--- src/rtl/ddr5_dfi_phase_serializer.sv ---
// Serializes multi-phase DFI frames (one per controller clock) into a single
// phase per clock for the DRAM-side pins, using a small frame FIFO in front.
module ddr5_dfi_phase_serializer #(
  parameter int pDRAM_SIZE  = 4,
  parameter int pNUM_RANK   = 1,
  parameter int pMAX_PHASES = 4,
  parameter int pFIFO_DEPTH = 4
) (
  input  logic                                   clk_i,
  input  logic                                   rst_i,
  input  logic                                   enable_i,
  input  logic [1:0]                             cfg_freq_ratio_i,
  input  logic                                   in_valid_i,
  output logic                                   in_ready_o,
  input  logic [pMAX_PHASES*pNUM_RANK-1:0]       dfi_cs_n_i,
  input  logic [pMAX_PHASES*14-1:0]              dfi_address_i,
  input  logic [pMAX_PHASES-1:0]                 dfi_wrdata_en_i,
  input  logic [pMAX_PHASES*2*pDRAM_SIZE-1:0]    dfi_wrdata_i,
  input  logic [pMAX_PHASES*pDRAM_SIZE/4-1:0]    dfi_wrdata_mask_i,
  output logic [pNUM_RANK-1:0]                   CS_n_o,
  output logic [13:0]                            CA_o,
  output logic                                   wrdata_en_o,
  output logic [2*pDRAM_SIZE-1:0]                wrdata_o,
  output logic [pDRAM_SIZE/4-1:0]                wrdata_mask_o,
  output logic                                   out_valid_o,
  output logic                                   cfg_err_o,
  output logic                                   ovf_o,
  output logic                                   dbg_state_o,
  output logic [1:0]                             dbg_ph_o,
  output logic [1:0]                             dbg_ratio_o
);
  localparam int WD   = 2 * pDRAM_SIZE;
  localparam int MW   = pDRAM_SIZE / 4;
  localparam int O_CA = pMAX_PHASES * pNUM_RANK;
  localparam int O_EN = O_CA + pMAX_PHASES * 14;
  localparam int O_WD = O_EN + pMAX_PHASES;
  localparam int O_MK = O_WD + pMAX_PHASES * WD;
  localparam int FW   = O_MK + pMAX_PHASES * MW;
  localparam int AW   = $clog2(pFIFO_DEPTH);

  typedef enum logic {IDLE, SHIFT} state_e;

  // Handshake: a frame transfers on a rising edge with in_valid_i=1 and
  // in_ready_o=1; a frame offered while in_ready_o=0 is lost and flagged.
  logic [FW-1:0] mem_q [pFIFO_DEPTH];
  logic [AW-1:0] wr_ptr_q, rd_ptr_q;
  logic [AW:0]   count_q;
  logic          full, empty, push, pop;
  logic [FW-1:0] in_frame, frame_q;

  state_e        state_q;
  logic [1:0]    ph_q, ratio_q, last_ph;
  logic          ovf_q, cfg_err_q, ill_prev_q, cfg_illegal;
  logic [3:0]    cfg_n;

  logic                 out_valid_q, wd_en_q;
  logic [pNUM_RANK-1:0] cs_n_q;
  logic [13:0]          ca_q;
  logic [WD-1:0]        wd_q;
  logic [MW-1:0]        mk_q;

  assign in_frame = {dfi_wrdata_mask_i, dfi_wrdata_i, dfi_wrdata_en_i, dfi_address_i, dfi_cs_n_i};
  assign full     = (count_q == (AW+1)'(pFIFO_DEPTH));
  assign empty    = (count_q == '0);
  assign push     = in_valid_i & ~full;
  assign last_ph  = 2'((3'd1 << ratio_q) - 3'd1);
  assign pop      = enable_i & ~empty & ((state_q == IDLE) | (ph_q == last_ph));

  assign cfg_n       = 4'd1 << cfg_freq_ratio_i;
  assign cfg_illegal = (cfg_freq_ratio_i == 2'd3) | (cfg_n > 4'(pMAX_PHASES));

  always_ff @(posedge clk_i) begin
    if (push) mem_q[wr_ptr_q] <= in_frame;
  end

  always_ff @(posedge clk_i or negedge rst_i) begin
    if (!rst_i) begin
      wr_ptr_q <= '0;
      rd_ptr_q <= '0;
      count_q  <= '0;
      ovf_q    <= 1'b0;
    end else begin
      if (push) wr_ptr_q <= wr_ptr_q + AW'(1);
      if (pop)  rd_ptr_q <= rd_ptr_q + AW'(1);
      case ({push, pop})
        2'b10:   count_q <= count_q + (AW+1)'(1);
        2'b01:   count_q <= count_q - (AW+1)'(1);
        default: count_q <= count_q;
      endcase
      if (in_valid_i && full) ovf_q <= 1'b1;
    end
  end

  // A new ratio is only adopted once nothing is loaded or queued, so every
  // frame is serialized with the ratio that was active when it was written.
  always_ff @(posedge clk_i or negedge rst_i) begin
    if (!rst_i) begin
      ratio_q    <= 2'd1;
      cfg_err_q  <= 1'b0;
      ill_prev_q <= 1'b0;
    end else begin
      ill_prev_q <= cfg_illegal;
      cfg_err_q  <= cfg_illegal & ~ill_prev_q;
      if (!cfg_illegal && state_q == IDLE && empty) ratio_q <= cfg_freq_ratio_i;
    end
  end

  always_ff @(posedge clk_i or negedge rst_i) begin
    if (!rst_i) begin
      state_q     <= IDLE;
      ph_q        <= 2'd0;
      frame_q     <= '0;
      out_valid_q <= 1'b0;
      cs_n_q      <= '1;
      ca_q        <= '0;
      wd_en_q     <= 1'b0;
      wd_q        <= '0;
      mk_q        <= '0;
    end else begin
      out_valid_q <= 1'b0;
      cs_n_q      <= '1;
      ca_q        <= '0;
      wd_en_q     <= 1'b0;
      wd_q        <= '0;
      mk_q        <= '0;
      if (enable_i) begin
        case (state_q)
          IDLE: begin
            if (!empty) begin
              frame_q <= mem_q[rd_ptr_q];
              ph_q    <= 2'd0;
              state_q <= SHIFT;
            end
          end
          SHIFT: begin
            out_valid_q <= 1'b1;
            cs_n_q      <= frame_q[int'(ph_q)*pNUM_RANK +: pNUM_RANK];
            ca_q        <= frame_q[O_CA + int'(ph_q)*14 +: 14];
            wd_en_q     <= frame_q[O_EN + int'(ph_q)];
            wd_q        <= frame_q[O_WD + int'(ph_q)*WD +: WD];
            mk_q        <= frame_q[O_MK + int'(ph_q)*MW +: MW];
            if (ph_q == last_ph) begin
              ph_q <= 2'd0;
              if (!empty) frame_q <= mem_q[rd_ptr_q];
              else        state_q <= IDLE;
            end else begin
              ph_q <= ph_q + 2'd1;
            end
          end
          default: state_q <= IDLE;
        endcase
      end
    end
  end

  assign in_ready_o    = ~full;
  assign out_valid_o   = out_valid_q;
  assign CS_n_o        = cs_n_q;
  assign CA_o          = ca_q;
  assign wrdata_en_o   = wd_en_q;
  assign wrdata_o      = wd_q;
  assign wrdata_mask_o = mk_q;
  assign cfg_err_o     = cfg_err_q;
  assign ovf_o         = ovf_q;
  assign dbg_state_o   = (state_q == SHIFT);
  assign dbg_ph_o      = ph_q;
  assign dbg_ratio_o   = ratio_q;
endmodule

--- config.mk ---
export PLATFORM = sky130hd
export DESIGN_NAME = ddr5_dfi_phase_serializer
export DESIGN_NICKNAME = d
export VERILOG_FILES = /design/src/rtl/ddr5_dfi_phase_serializer.sv
export SDC_FILE = /design/constraint.sdc
export NUM_CORES = 1
export LEC_CHECK = 0
export CORE_AREA = 8 8 201 203
export CTS_CLUSTER_DIAMETER = 80
export DETAILED_ROUTE_END_ITERATION = 8
export DIE_AREA = 0 0 209 211
export PLACE_DENSITY = 0.72
export REMOVE_ABC_BUFFERS = 1
export SYNTH_ARGS = -nofsm -noshare
export SYNTH_HDL_FRONTEND = slang
export SYNTH_SLANG_ARGS = --single-unit
--- constraint.sdc ---
create_clock -name clk_i -period 4.1 [get_ports clk_i]
set_input_delay 0.615 -clock clk_i [delete_from_list [all_inputs] [get_ports clk_i]]
set_output_delay 0.615 -clock clk_i [all_outputs]
set_load 0.005 [all_outputs]
* Yosys cells after proc, flatten, opt, wreduce, memory -nomap -nowiden
Memory sizes are Yosys's and may differ from the RTL's.
Cells that the tools add are included.
** Cells by class
- $mul :: 1
- Reductions and logical operators :: 8
- Equal/unequal tests :: 7
- Muxes and demuxes :: 27
- Add/sub/neg operators :: 10
- Magnitude comparators :: 2
- Bitwise gates (word level) :: 10
- Shifts and indexed selects :: 6
** Operator list (count)
- $mux 100 :: 2
- $pmux 100 s2 :: 1
- $shiftx 100x3->1 :: 1
- $shiftx 100x8->14 :: 1
- $shiftx 100x9->1 :: 1
- $shiftx 100x9->8 :: 1
- $mux 14 :: 2
- $mux 8 :: 2
- $mux 1 :: 14
- $add 7x2->8 const A :: 1
- $add 7x5->8 const A :: 1
- $lt 7x8->1 const B :: 1
- $add 3x6->7 const A :: 1
- $add 6x2->7 const A :: 1
- $bmux 1 s7 :: 1
- $add 2x1->2 const B :: 3
- $pmux 3 s2 :: 1
- $mul 2x3->5 const B :: 1
- $and 1x1->1 :: 4
- $eq 2x2->1 const B :: 2
- $gt 4x3->1 const B :: 1
- $mux 2 :: 2
- $not 1->1 :: 4
- $pmux 2 s2 :: 1
- other kinds (17) :: 21
** Word-level totals
- Logic and storage cells :: 88
- Bits in writable memories :: 400
- Flip-flop bits (word level) :: 141
- Memories kept :: 1
- Output and inout port bits :: 34
- Bits of input ports :: 106
** Memories
- mem_q :: depth 4, bits a word 100, rd ports 1, clocked after memory_dff 0, wr ports 1, line 45 : logic [FW-1:0] mem_q [pFIFO_DEPTH];

* Longest topological paths before layout
Gate-level depths: netlist of run 1.
- Depth in word-level cells :: 7
- Gate-level depth with buffers :: 11
- Depth with buffers taken out :: 9

* Worst setup path before layout of run 1
OpenSTA, ideal clock, no wires.
- Path type :: register -> register
- Start point :: reg count_q[0]
- End point :: mem mem_q[0][0] in the netlist's numbering, enable pin
- Period minus slack after synthesis :: 3454 ps
- Setup time :: 471 ps
- Cell stages (with the launch flop) :: 4
- Setup slack :: 646 ps
- Arrival time :: 2983 ps
- Data required time :: 3629 ps
- Buffers on the path :: 0
- Path through :: dfrtp_1 -> nor2_1 -> nand2_1 -> and3_1
** On the way
- Longest elaborated chain between the ends :: 5
** Ends and longest elaborated chain
- start: declaration :: line 47 : logic [AW:0] count_q;
- start signal: assignment :: line 86 : 2'b10: count_q <= count_q + (AW+1)'(1);
- start signal: assignment :: line 87 : 2'b01: count_q <= count_q - (AW+1)'(1);
- start signal: assignment :: line 88 : default: count_q <= count_q;
- $eq 3x3->1 :: line 63 : assign full = (count_q == (AW+1)'(pFIFO_DEPTH));
- $not 1->1
- via in_ready_o :: line 14 : output logic in_ready_o,
- $and 1x1->1 :: line 65 : assign push = in_valid_i & ~full;
- $mux 1 :: line 73 : if (push) mem_q[wr_ptr_q] <= in_frame;
- $mux 1 (implied by the code) :: line 73
- end: declaration :: line 45
The timed path passes the listed nets, and every way through them passes these cells.

* Worst setup path after layout of run 1
- Start point :: reg ph_q[0], in the netlist dbg_ph_o[0]
- End point :: out dbg_ph_o[0]
** RTL lines
- start: declaration :: line 52 : logic [1:0] ph_q, ratio_q, last_ph;
- start signal: assignment :: line 147 : ph_q <= ph_q + 2'd1;
- end: declaration :: line 29 : output logic [1:0] dbg_ph_o,
No word-level cell between the ends.

==> qor.yml, run 1 <==
drt:
  wl_per_cell_um: 23.53
  via_per_inst: 5.705
  postRouteAntennaNets: 0
  wl_mm: 36.99
  drc: 0
  via_count: 8968
  drt_pass1_iterations: 4
  drtIter0Drc: 547
logic_synthesis:
  async_flop_share_pct: 26.06
  ys_ff_latch: 541
  ys_seq_area_share_pct: 76.70
  synth.distinct_cells: 35
  synthTopCellsByCount: "400 x edfxtp_1, 139 x dfrtp_1, 125 x mux4_2"
  yosysMostFrequentCell: "edfxtp_1"
  ys_warn_count: 0
  synth_area_leaders: "edfxtp_1 59%, dfrtp_1 17%, mux4_2 14%"
  syn_avg_cell_area_um2: 22.85
  synthCells: 887
  yosysTopAreaCell: "edfxtp_1"
  netlist.area_leader.share_pct: 59.27
  synth_edf_count: 400
  synth_ff_type: "edfxtp_1"
  netlist_area_mm2: 0.02026
die:
  start_util_pct: 54.57
  row_count: 71
  die_x_um: 209
  die_y_um: 211
  dieArea_mm2: 0.04410
  core_area_mm2: 0.03713
  ios: 140
final_layout:
  final_nets: 1167
  utilization_pct: 64.56
  syn_to_final_growth_pct: 18.31
  drive_gt1_share_pct: 22.90
  final_area_mm2: 0.02397
sta:
  hold_viol_final: 0
  max_freq_mhz: 353.6
  clock_skew_ns: 0.01546
  max_slew_margin_pct: 36.20
  hold_slack_ns: 0.1194
  period_minus_slack_ns: 2.828
  setup_ws_ns: 1.272
  tightest_slew_ns: 0.9571
  setup_tns_ns: 0
  maxSlewViolCount: 0
  period_share_pct: 68.97
  setup_viol: 0
  rsz0062_at_grt: "false"
clocking:
  htreeDepth: 2
  numCtsBuffers: 53
  clk_path_buf_depth: 3
  clock-sinks: 541
  cts-resized-gates: 0
  cts-hold-fix-buffers: 0
  cts_tree: "done"
  clkLatencyLatePin_ns: 0.56
  clk_pin_slew_ns: 0.06
  cts-root-buf: "clkbuf_16"
  postCtsSetupBuffers: 0
outcome:
  status: "finished clean"
setup_path:
  endpoint_kind: "output port"
  cp.required_ns: 3.48
  criticalPathCategory: "flop to output port"
  crit_path_start_kind: "flop"
  worstPathArrival_ns: 2.21
  cp_max_fo: 30
min_path:
  hold_path_class: "input port to asynchronous set/reset pin"
job:
  maxCapViolations: 0
power_and_ir_drop:
  power.leakage_nw: 8.266
  power.internal_mw: 12.89
  switchingPower_mw: 4.673
  vdd_drop_max_mv: 0.4953
  powerDensity_mw_per_mm2: 732.5
  share_seq_of_total_power_pct: 46.7
  switching_share_pct: 26.61
  clkPwrFrac_pct: 26.7
  comb_power_share_pct: 26.6
placed_design:
  gp_routability_congestion: 0.6971
  hpwl_mm: 20.55
  place_ws_ns: 1.389
  dpl_cell_area_mm2: 0.02227
  port_buffers: 139
grt:
  antenna_found_initial: 3
  grt_overflow: 0
  grt_pass1_vias: 9803
  grt_max_degree: 102
  grt_usage_pct: 17.19
  grt_pass1_wl_mm: 57.87
-- kinds of logic (layout without fill, tap and decap cells) --
group	count (synthesis)	in the layout	share of synthesized area (%)
multiplexers	228	228	19.60
buffers and inverters	48	257	1.346
other	0	2	0
XOR/XNOR	7	7	0.3025
AND/OR/NAND/NOR	49	49	1.346
AO/OA/AOI/OAI	8	8	0.2964
flip-flops	541	541	76.70
adder cells (fa/ha/maj)	6	6	0.4075
-- worst paths after layout --
path | startpoint | end | slack (ns) | depth (start not counted)
worst max-delay path | dbg_ph_o[0] | dbg_ph_o[0] | 1.27 | 2
worst min-delay path | rst_i | CA_o[8] | 0.12 | 1
worst max register to register | dbg_ph_o[0] | frame_q[88] | 1.80 | 5
worst min register to register | ill_prev_q | cfg_err_o | 0.40 | 1
max in group asynchronous | rst_i | frame_q[71] | 3.09 | 2
min in group clk_i | ill_prev_q | cfg_err_o | 0.40 | 1
-- power by group through the flow --
stage	logic [mW]	registers, mW	clock network (mW)
after floorplan	3.29	8.43	0
after global placement	4.71	8.26	0
after detailed placement	4.80	8.33	0
after CTS	4.81	8.23	4.80
after global routing	5.09	8.36	5.00
final	4.68	8.19	4.69
-- layout make-up --
| class | instances | area [µm²] |
|---|---|---|
| antenna | 2 | 5.005 |
| clock buffer | 74 | 1495 |
| clock inverter | 22 | 205.2 |
| fill | 2492 | 13160 |
| inverter | 7 | 26.28 |
| multi-input combinational | 298 | 4477 |
| sequential | 541 | 15550 |
| tap | 474 | 593.1 |
| timing repair buffer | 154 | 1618 |
-- placed cells by master, fill, tap and decap left out, types with 2 or more instances in the layout --
cell and count:
and3_4 4, buf_12 9, buf_4 6, bufinv_16 4, clkbuf_1 12, clkbuf_16 53, clkbuf_8 9, clkdlybuf4s50_1 138
clkinv_1 11, clkinv_2 4, clkinvlp_4 2, dfrtp_1 135, dfrtp_4 3, dfstp_2 2, diode_2 2, edfxtp_1 400
ha_1 5, inv_1 7, mux2_1 78, mux2_2 23, mux2i_1 2, mux4_2 125, nand2_1 5, nor2_1 8
nor2b_1 25, xnor2_1 2, xor2_1 5
-- per-stage QoR --
step	power, mW	instances
2_1_floorplan	11.72	846
3_3_place_gp	12.97	1474
3_5_place_dp	13.12	1474
4_1_cts	17.84	1570
5_1_grt	18.45	1571
6_report	17.56	1572
-- registers in the layout, summed over array words and instances (netlist names), 2 cells and up --
register and flops:
mem_q 400, dbg_ph_o 2, rd_ptr_q 2, count_q 3, frame_q 100, wr_ptr_q 2
CA_o 14, dbg_ratio_o 2, wrdata_o 8
-- critical path: stages, from the launching register on --
cell and delay [ns]:
dfrtp_4 0.42, buf_4 0.58, clkdlybuf4s50_1 0.64
-- layer usage --
layer  up-vias  share of wire (%)  GRT usage [%]
met4         4                1.8          4.933
met1      4773                 43          23.05
li1       3948                  -              -
met5         -              0.073              0
met2       186                 50          28.70
met3        57                5.0          3.412
Note: power is estimated with default switching activity, not from simulation.
==> inputs of run 2 (changes only) <==
--- a/config.mk
+++ b/config.mk
@@ -5,10 +5,10 @@
 export SDC_FILE = /design/constraint.sdc
 export NUM_CORES = 1
 export LEC_CHECK = 0
-export CORE_AREA = 8 8 201 203
+export CORE_AREA = 8 8 205 207
 export CTS_CLUSTER_DIAMETER = 80
 export DETAILED_ROUTE_END_ITERATION = 8
-export DIE_AREA = 0 0 209 211
+export DIE_AREA = 0 0 213 215
 export PLACE_DENSITY = 0.72
 export REMOVE_ABC_BUFFERS = 1
 export SYNTH_ARGS = -nofsm -noshare
==> constraint.sdc (replaced) <==
create_clock -name clk_i -period 2.53 [get_ports clk_i]
set_input_delay 0.3795 -clock clk_i [delete_from_list [all_inputs] [get_ports clk_i]]
set_output_delay 0.3795 -clock clk_i [all_outputs]
set_load 0.005 [all_outputs]
==> run 2 against run 1 <==
Compared with the run above: final cell count grew 4.4%; register-to-register slack got worse by 1.5 ns; die area is 3.8% higher; critical path type unchanged; largest cell class unchanged; largest power group unchanged.
==> qor.yml, run 2 (synthesis gave the netlist of run 1 again) <==
outcome:
  status: "finished clean"
setup_path:
  critPathBufInv: 2  # unchanged
  cp_max_fo: 30  # unchanged
  worst_path_max_delay_cell: "clkdlybuf4s50_1"
  path_cells: "buf_6 > clkdlybuf4s50_1"
  crit_path_start_kind: "flop"
  r2r_start: "dbg_ratio_o[0]"
  critPathMaxStageDelay_ns: 0.62  # -0.02 ns
  criticalPathCategory: "flop to output port"
  r2r-end: "count_q[2]"
  endpoint_kind: "output port"
  critPathTopFamily: "buffers and inverters"
  cp.required_ns: 2.15  # -1.33 ns
  worstPathArrival_ns: 2.04  # -0.17 ns
  regToRegSetupSlack_ns: 0.27  # -1.53 ns
  r2r_cells: 9  # +4
grt:
  antenna_found_initial: 10  # +7
  grt_pass1_wl_mm: 58.99  # +1.9%
  met1_usage_pct: 22.75  # -0.31 points
  grt_max_degree: 102  # unchanged
  grt_pass1_vias: 9869  # +0.67%
  grt_use_met2_pct: 27.49  # -1.2 points
  grt_overflow: 0  # unchanged
  grt_usage_pct: 17.10  # -0.095 points
  grt_use_met3_pct: 4.512  # +1.1 points
  busiest_layer: "met2"
die:
  row_count: 73  # +2.8%
  die_x_um: 213  # +1.9%
  core_area_mm2: 0.03900  # +5.0%
  start_util_pct: 51.96  # -2.6 points
  die_y_um: 215  # +1.9%
  ios: 140  # unchanged
  dieArea_mm2: 0.04580  # +3.8%
sta:
  hold_viol_final: 0  # unchanged
  setup_viol: 0  # unchanged
  rsz0062_at_grt: "false"
  tightest_slew_ns: 0.6348  # -0.3223 ns
  max_slew_margin_pct: 57.68  # +21 points
  period_share_pct: 95.60
  setup_tns_ns: 0  # unchanged
  period_minus_slack_ns: 2.419
  maxSlewViolCount: 0  # unchanged
  max_freq_mhz: 413.5
  hold_slack_ns: 0.3285  # +0.2091 ns
  clock_skew_ns: 0.01380  # -0.001659 ns
drt:
  drt_pass1_iterations: 4  # unchanged
  wl_per_cell_um: 23.18  # -1.5%
  drc: 0  # unchanged
  drtIter0Drc: 551  # +0.73%
  postRouteAntennaNets: 0  # unchanged
  via_count: 9105  # +1.5%
  via_per_inst: 5.548  # -2.7%
  wl_mm: 38.04  # +2.8%
min_path:
  hold_path_class: "input port to asynchronous set/reset pin"
placed_design:
  dpl_cell_area_mm2: 0.02251  # +1.1%
  gp_routability_congestion: 0.7106  # +1.9%
  hpwl_mm: 20.95  # +2.0%
  port_buffers: 139  # unchanged
power_and_ir_drop:
  power.leakage_nw: 8.393  # +1.5%
  powerDensity_mw_per_mm2: 1188  # +62%
  power.internal_mw: 21.12  # +64%
  switching_share_pct: 26.78  # +0.16 points
  comb_power_share_pct: 27.9  # +1.3 points
  vdd_drop_max_mv: 0.7657  # +55%
  clkPwrFrac_pct: 26.9  # +0.2 points
  share_seq_of_total_power_pct: 45.2  # -1.5 points
  switchingPower_mw: 7.724  # +65%
final_layout:
  regMostFlops: "mem_q"
  final_area_mm2: 0.02429  # +1.3%
  drive_gt1_share_pct: 24.08  # +1.2 points
  syn_to_final_growth_pct: 19.84
  largest_reg_flops: 400  # unchanged
  final_nets: 1179  # +1.0%
  layout_commonest_cell: "edfxtp_1"
  most-common-layout-cells: "400 x edfxtp_1, 138 x clkdlybuf4s50_1, 135 x dfrtp_1"
clocking:
  clk_path_buf_depth: 3  # unchanged
  cts-root-buf: "clkbuf_16"
  clkLatencyLatePin_ns: 0.58  # +0.02 ns
  htreeDepth: 2  # unchanged
  clk_pin_slew_ns: 0.06  # about the same
  cts_tree: "done"
  numCtsBuffers: 54  # +1.9%
  clock-sinks: 541  # unchanged
  postCtsSetupBuffers: 0  # unchanged
job:
  maxCapViolations: 0  # unchanged
==> run 2: cell types whose count changed in the layout (fill, tap and decap cells not counted) <==
cell           change
bufinv_16          -2
dfrtp_2            +1
clkinv_4           -1
clkbuf_16          +4
clkinv_1           -7
clkinvlp_4         -1
dlygate4sd3_1      +1
diode_2            +1
buf_12             +8
clkinv_2           +7
buf_6              +2
clkbuf_1           +6
dfrtp_4            -1
==> run 2: worst max-delay path by stage <==
stage / start / to / slack, ns / cells past startpoint
floorplan: dbg_ph_o[0] / count_q[2] / -3.45 / 9
global placement: enable_i / count_q[2] / 0.29 / 9
detailed placement: enable_i / count_q[2] / 0.25 / 9
CTS: dbg_ph_o[0] / dbg_ph_o[0] / 0.03 / 2
global route: dbg_ph_o[0] / dbg_ph_o[0] / 0.004 / 2
finish: dbg_ph_o[0] / dbg_ph_o[0] / 0.11 / 2
==> run 2: area by class of cell <==
cell class,instances,area [µm²]
diodes,3,7.507
clock buffers,84,1618
clock inverters,18,137.6
fillers,2659,14720
inverters,7,26.28
multi-input cells,298,4477
flip-flops and latches,541,15550
well taps,525,656.9
repair buffers,165,1810
==> run 2: timing repair <==
item                                    4_1_cts  5_1_grt
endpoints found under the hold margin        47        0
gates resized for setup                       2        0
endpoints found under the setup margin        2        0
hold buffers                                  1        0
==> run 2: routing by layer <==
metal / routed length, µm / share of wire (%)
met5: 87 / 0.23
met4: 832 / 2.2
met3: 2485 / 6.5
met2: 18800 / 49
met1: 15840 / 42
==> run 2: stage by stage <==
stage | utilization, % | power (mW) | cells | worst slack [ns]
2_1_floorplan | - | 18.50 | 846 | -3.449
3_3_place_gp | 57.70 | 21.19 | 1535 | 0.2903
3_5_place_dp | 57.70 | 21.45 | 1535 | 0.2533
4_1_cts | 62.25 | 29.33 | 1638 | 0.03066
5_1_grt | 62.26 | 30.32 | 1639 | 0.003712
6_report | 62.27 | 28.85 | 1641 | 0.1114
==> run 2: power by group through the flow <==
| stage | combinational, mW | clock (mW) | sequential [mW] |
|---|---|---|---|
| floorplan | 4.96 | 0 | 13.5 |
| global placement | 8.11 | 0 | 13.1 |
| detailed placement | 8.24 | 0 | 13.2 |
| CTS | 8.31 | 7.96 | 13.1 |
| global route | 8.76 | 8.28 | 13.3 |
| finish | 8.06 | 7.75 | 13.0 |
==> inputs of run 3 (changes only) <==
--- a/config.mk
+++ b/config.mk
@@ -5,10 +5,10 @@
 export SDC_FILE = /design/constraint.sdc
 export NUM_CORES = 1
 export LEC_CHECK = 0
-export CORE_AREA = 8 8 205 207
+export CORE_AREA = 8 8 201 203
 export CTS_CLUSTER_DIAMETER = 80
 export DETAILED_ROUTE_END_ITERATION = 8
-export DIE_AREA = 0 0 213 215
+export DIE_AREA = 0 0 209 211
 export PLACE_DENSITY = 0.72
 export REMOVE_ABC_BUFFERS = 1
 export SYNTH_ARGS = -nofsm -noshare
==> constraint.sdc (replaced) <==
create_clock -name clk_i -period 2.27 [get_ports clk_i]
set_input_delay 0.3405 -clock clk_i [delete_from_list [all_inputs] [get_ports clk_i]]
set_output_delay 0.3405 -clock clk_i [all_outputs]
set_load 0.005 [all_outputs]
==> run 3 against run 2 <==
Compared with the run above: first-iteration DRC count is 28% lower; global-route usage is 0.28 points higher; largest power group unchanged; clock skew is 0.0061 ns higher; highest routed layer unchanged; core utilization is 3.0 points higher; final cell count is 2.4% lower; non-clock buffer count is 15 higher; die area is 3.7% lower; largest cell class unchanged; critical path depth is 7 higher; sequential cell count stayed put.
==> qor.yml, run 3 (synthesis gave the netlist of run 1 again) <==
clocking:
  cts_tree: "done"
  clk_pin_slew_ns: 0.06  # about the same
  cts-root-buf: "clkbuf_16"
  htreeDepth: 2  # unchanged
  clock-sinks: 541  # unchanged
  numCtsBuffers: 53  # -1.9%
  clk_path_buf_depth: 3  # unchanged
  clkLatencyLatePin_ns: 0.57  # about the same
placed_design:
  hpwl_mm: 22.20  # +5.9%
  gp_routability_congestion: 0.7218  # +1.6%
  dp.cells: 1497  # -2.5%
  place_ws_ns: 0.04601  # -0.2072 ns
  port_buffers: 139  # unchanged
  dpl_cell_area_mm2: 0.02254  # +0.16%
grt:
  grt_usage_pct: 17.37  # +0.28 points
  antenna_found_initial: 8  # -2
  grt_max_degree: 53  # -48%
  grt_pass1_vias: 10038  # +1.7%
  grt_pass1_wl_mm: 58.82  # -0.29%
  grt_overflow: 0  # unchanged
final_layout:
  largest_reg_flops: 400  # unchanged
  register_area_mm2: 0.01556  # about the same
  most-common-layout-cells: "400 x edfxtp_1, 137 x clkdlybuf4s50_1, 134 x dfrtp_1"
  layout_commonest_cell: "edfxtp_1"
  finalNonFillerCells: 1602  # -2.4%
  final_area_mm2: 0.02425  # -0.13%
  final_nets: 1193  # +1.2%
  multi_input_area_mm2: 0.004494  # +0.39%
  fillerInstances: 2479  # -6.8%
  syn_to_final_growth_pct: 19.68
  regMostFlops: "mem_q"
  drive_gt1_share_pct: 24.89  # +0.81 points
die:
  die_x_um: 209  # -1.9%
  die_y_um: 211  # -1.9%
  start_util_pct: 54.57  # +2.6 points
  core_area_mm2: 0.03713  # -4.8%
  dieArea_mm2: 0.04410  # -3.7%
  ios: 140  # unchanged
  row_count: 71  # -2.7%
sta:
  period_minus_slack_ns: 2.196
  tightest_slew_ns: 0.5914  # -0.04340 ns
  max_freq_mhz: 455.5
  setup_ws_ns: 0.07444  # -0.03693 ns
  hold_slack_ns: 0.2965  # -0.03199 ns
  maxSlewViolCount: 0  # unchanged
  setup_tns_ns: 0  # unchanged
  clock_skew_ns: 0.01987  # +0.006071 ns
  max_slew_margin_pct: 60.24  # +2.6 points
  setup_viol: 0  # unchanged
  period_share_pct: 96.72
  hold_viol_final: 0  # unchanged
job:
  maxCapViolations: 0  # unchanged
setup_path:
  r2r-end: "count_q[2]"
  cp_max_fo: 2  # -93%
  r2r_cells: 9  # unchanged
  crit_path_start_kind: "flop"
  worstPathArrival_ns: 2.67  # +0.63 ns
  r2r_start: "dbg_ph_o[0]"
  endpoint_kind: "flop"
  cp.required_ns: 2.75  # +0.60 ns
  regToRegSetupSlack_ns: 0.07  # -0.20 ns
  criticalPathCategory: "flop to flop"
power_and_ir_drop:
  vdd_drop_max_mv: 0.6899  # -9.9%
  power.leakage_nw: 8.401  # about the same
  powerDensity_mw_per_mm2: 1318  # +11%
drt:
  drtIter0Drc: 399  # -28%
  wl_per_cell_um: 23.69  # +2.2%
  wl_mm: 37.95  # -0.24%
  via_count: 9257  # +1.7%
  drc: 0  # unchanged
  drt_pass1_iterations: 4  # unchanged
  postRouteAntennaNets: 0  # unchanged
  via_per_inst: 5.778  # +4.1%
outcome:
  status: "finished clean"
min_path:
  hold_path_class: "input port to asynchronous set/reset pin"
-- run 3: changes by cell type in the layout (fill, tap and decap cells not counted), moves of 2 or more --
cell / before / now
buf_4: 6 / 21
clkbuf_8: 9 / 5
clkbuf_16: 57 / 54
clkinv_1: 4 / 7
buf_6: 3 / 1
-- run 3: layer usage --
layer	track usage, %	up-vias	routed length (µm)
met3	3.947	75	1935
met2	28.41	199	18580
met5	0	-	68
met4	4.520	10	726
met1	23.69	4977	16640
li1	-	3996	-
-- run 3: layout make-up --
class                   instances  share of cell area, %
inverters                       7                 0.1083
clock buffers                  78                  6.149
clock inverters                21                 0.5675
diodes                          3                0.03095
repair buffers                180                  8.027
flip-flops and latches        541                  64.14
well taps                     474                  2.445
multi-input cells             298                  18.53
-- run 3: worst max-delay path, stage by stage, from the launching register on --
cell and delay [ns]:
dfrtp_4 0.47, xor2_1 0.16, o311a_1 0.38, nor2_4 0.15, ha_4 0.16, inv_1 0.05
fa_2 0.33, xor2_1 0.14, nor2_1 0.12, xor2_1 0.16
-- run 3: per-stage QoR --
step | utilization (%) | total power [mW]
6_report | 65.31 | 31.97
5_1_grt | 65.31 | 33.59
4_1_cts | 65.19 | 32.35
3_5_place_dp | 60.70 | 24.09
3_3_place_gp | 60.70 | 23.81
2_1_floorplan | - | 20.45
-- run 3: what timing repair did --
item,in CTS,in global routing
hold buffers,1,0
pin swaps,0,4
setup endpoints to repair,2,3
buffers inserted,0,2
hold endpoints to repair,41,0
resized for setup,7,6
-- run 3: how the worst max path moves through the flow --
stage,from,endpoint,cells past startpoint
6_report,dbg_ph_o[0],count_q[2],9
5_1_grt,dbg_ratio_o[0],count_q[2],9
4_1_cts,dbg_ph_o[0],count_q[2],9
3_5_place_dp,dbg_ph_o[0],count_q[2],9
3_3_place_gp,dbg_ph_o[0],count_q[2],9
2_1_floorplan,dbg_ph_o[0],count_q[2],9
-- run 3: power breakdown --
part           switching (mW)  leakage, nW  internal (mW)  total [mW]
Combinational            4.21         2.26           5.14        9.35
Sequential              0.954         5.35           13.5        14.5
Clock                    3.47        0.795           4.66        8.13
Total                    8.63         8.40           23.3        32.0
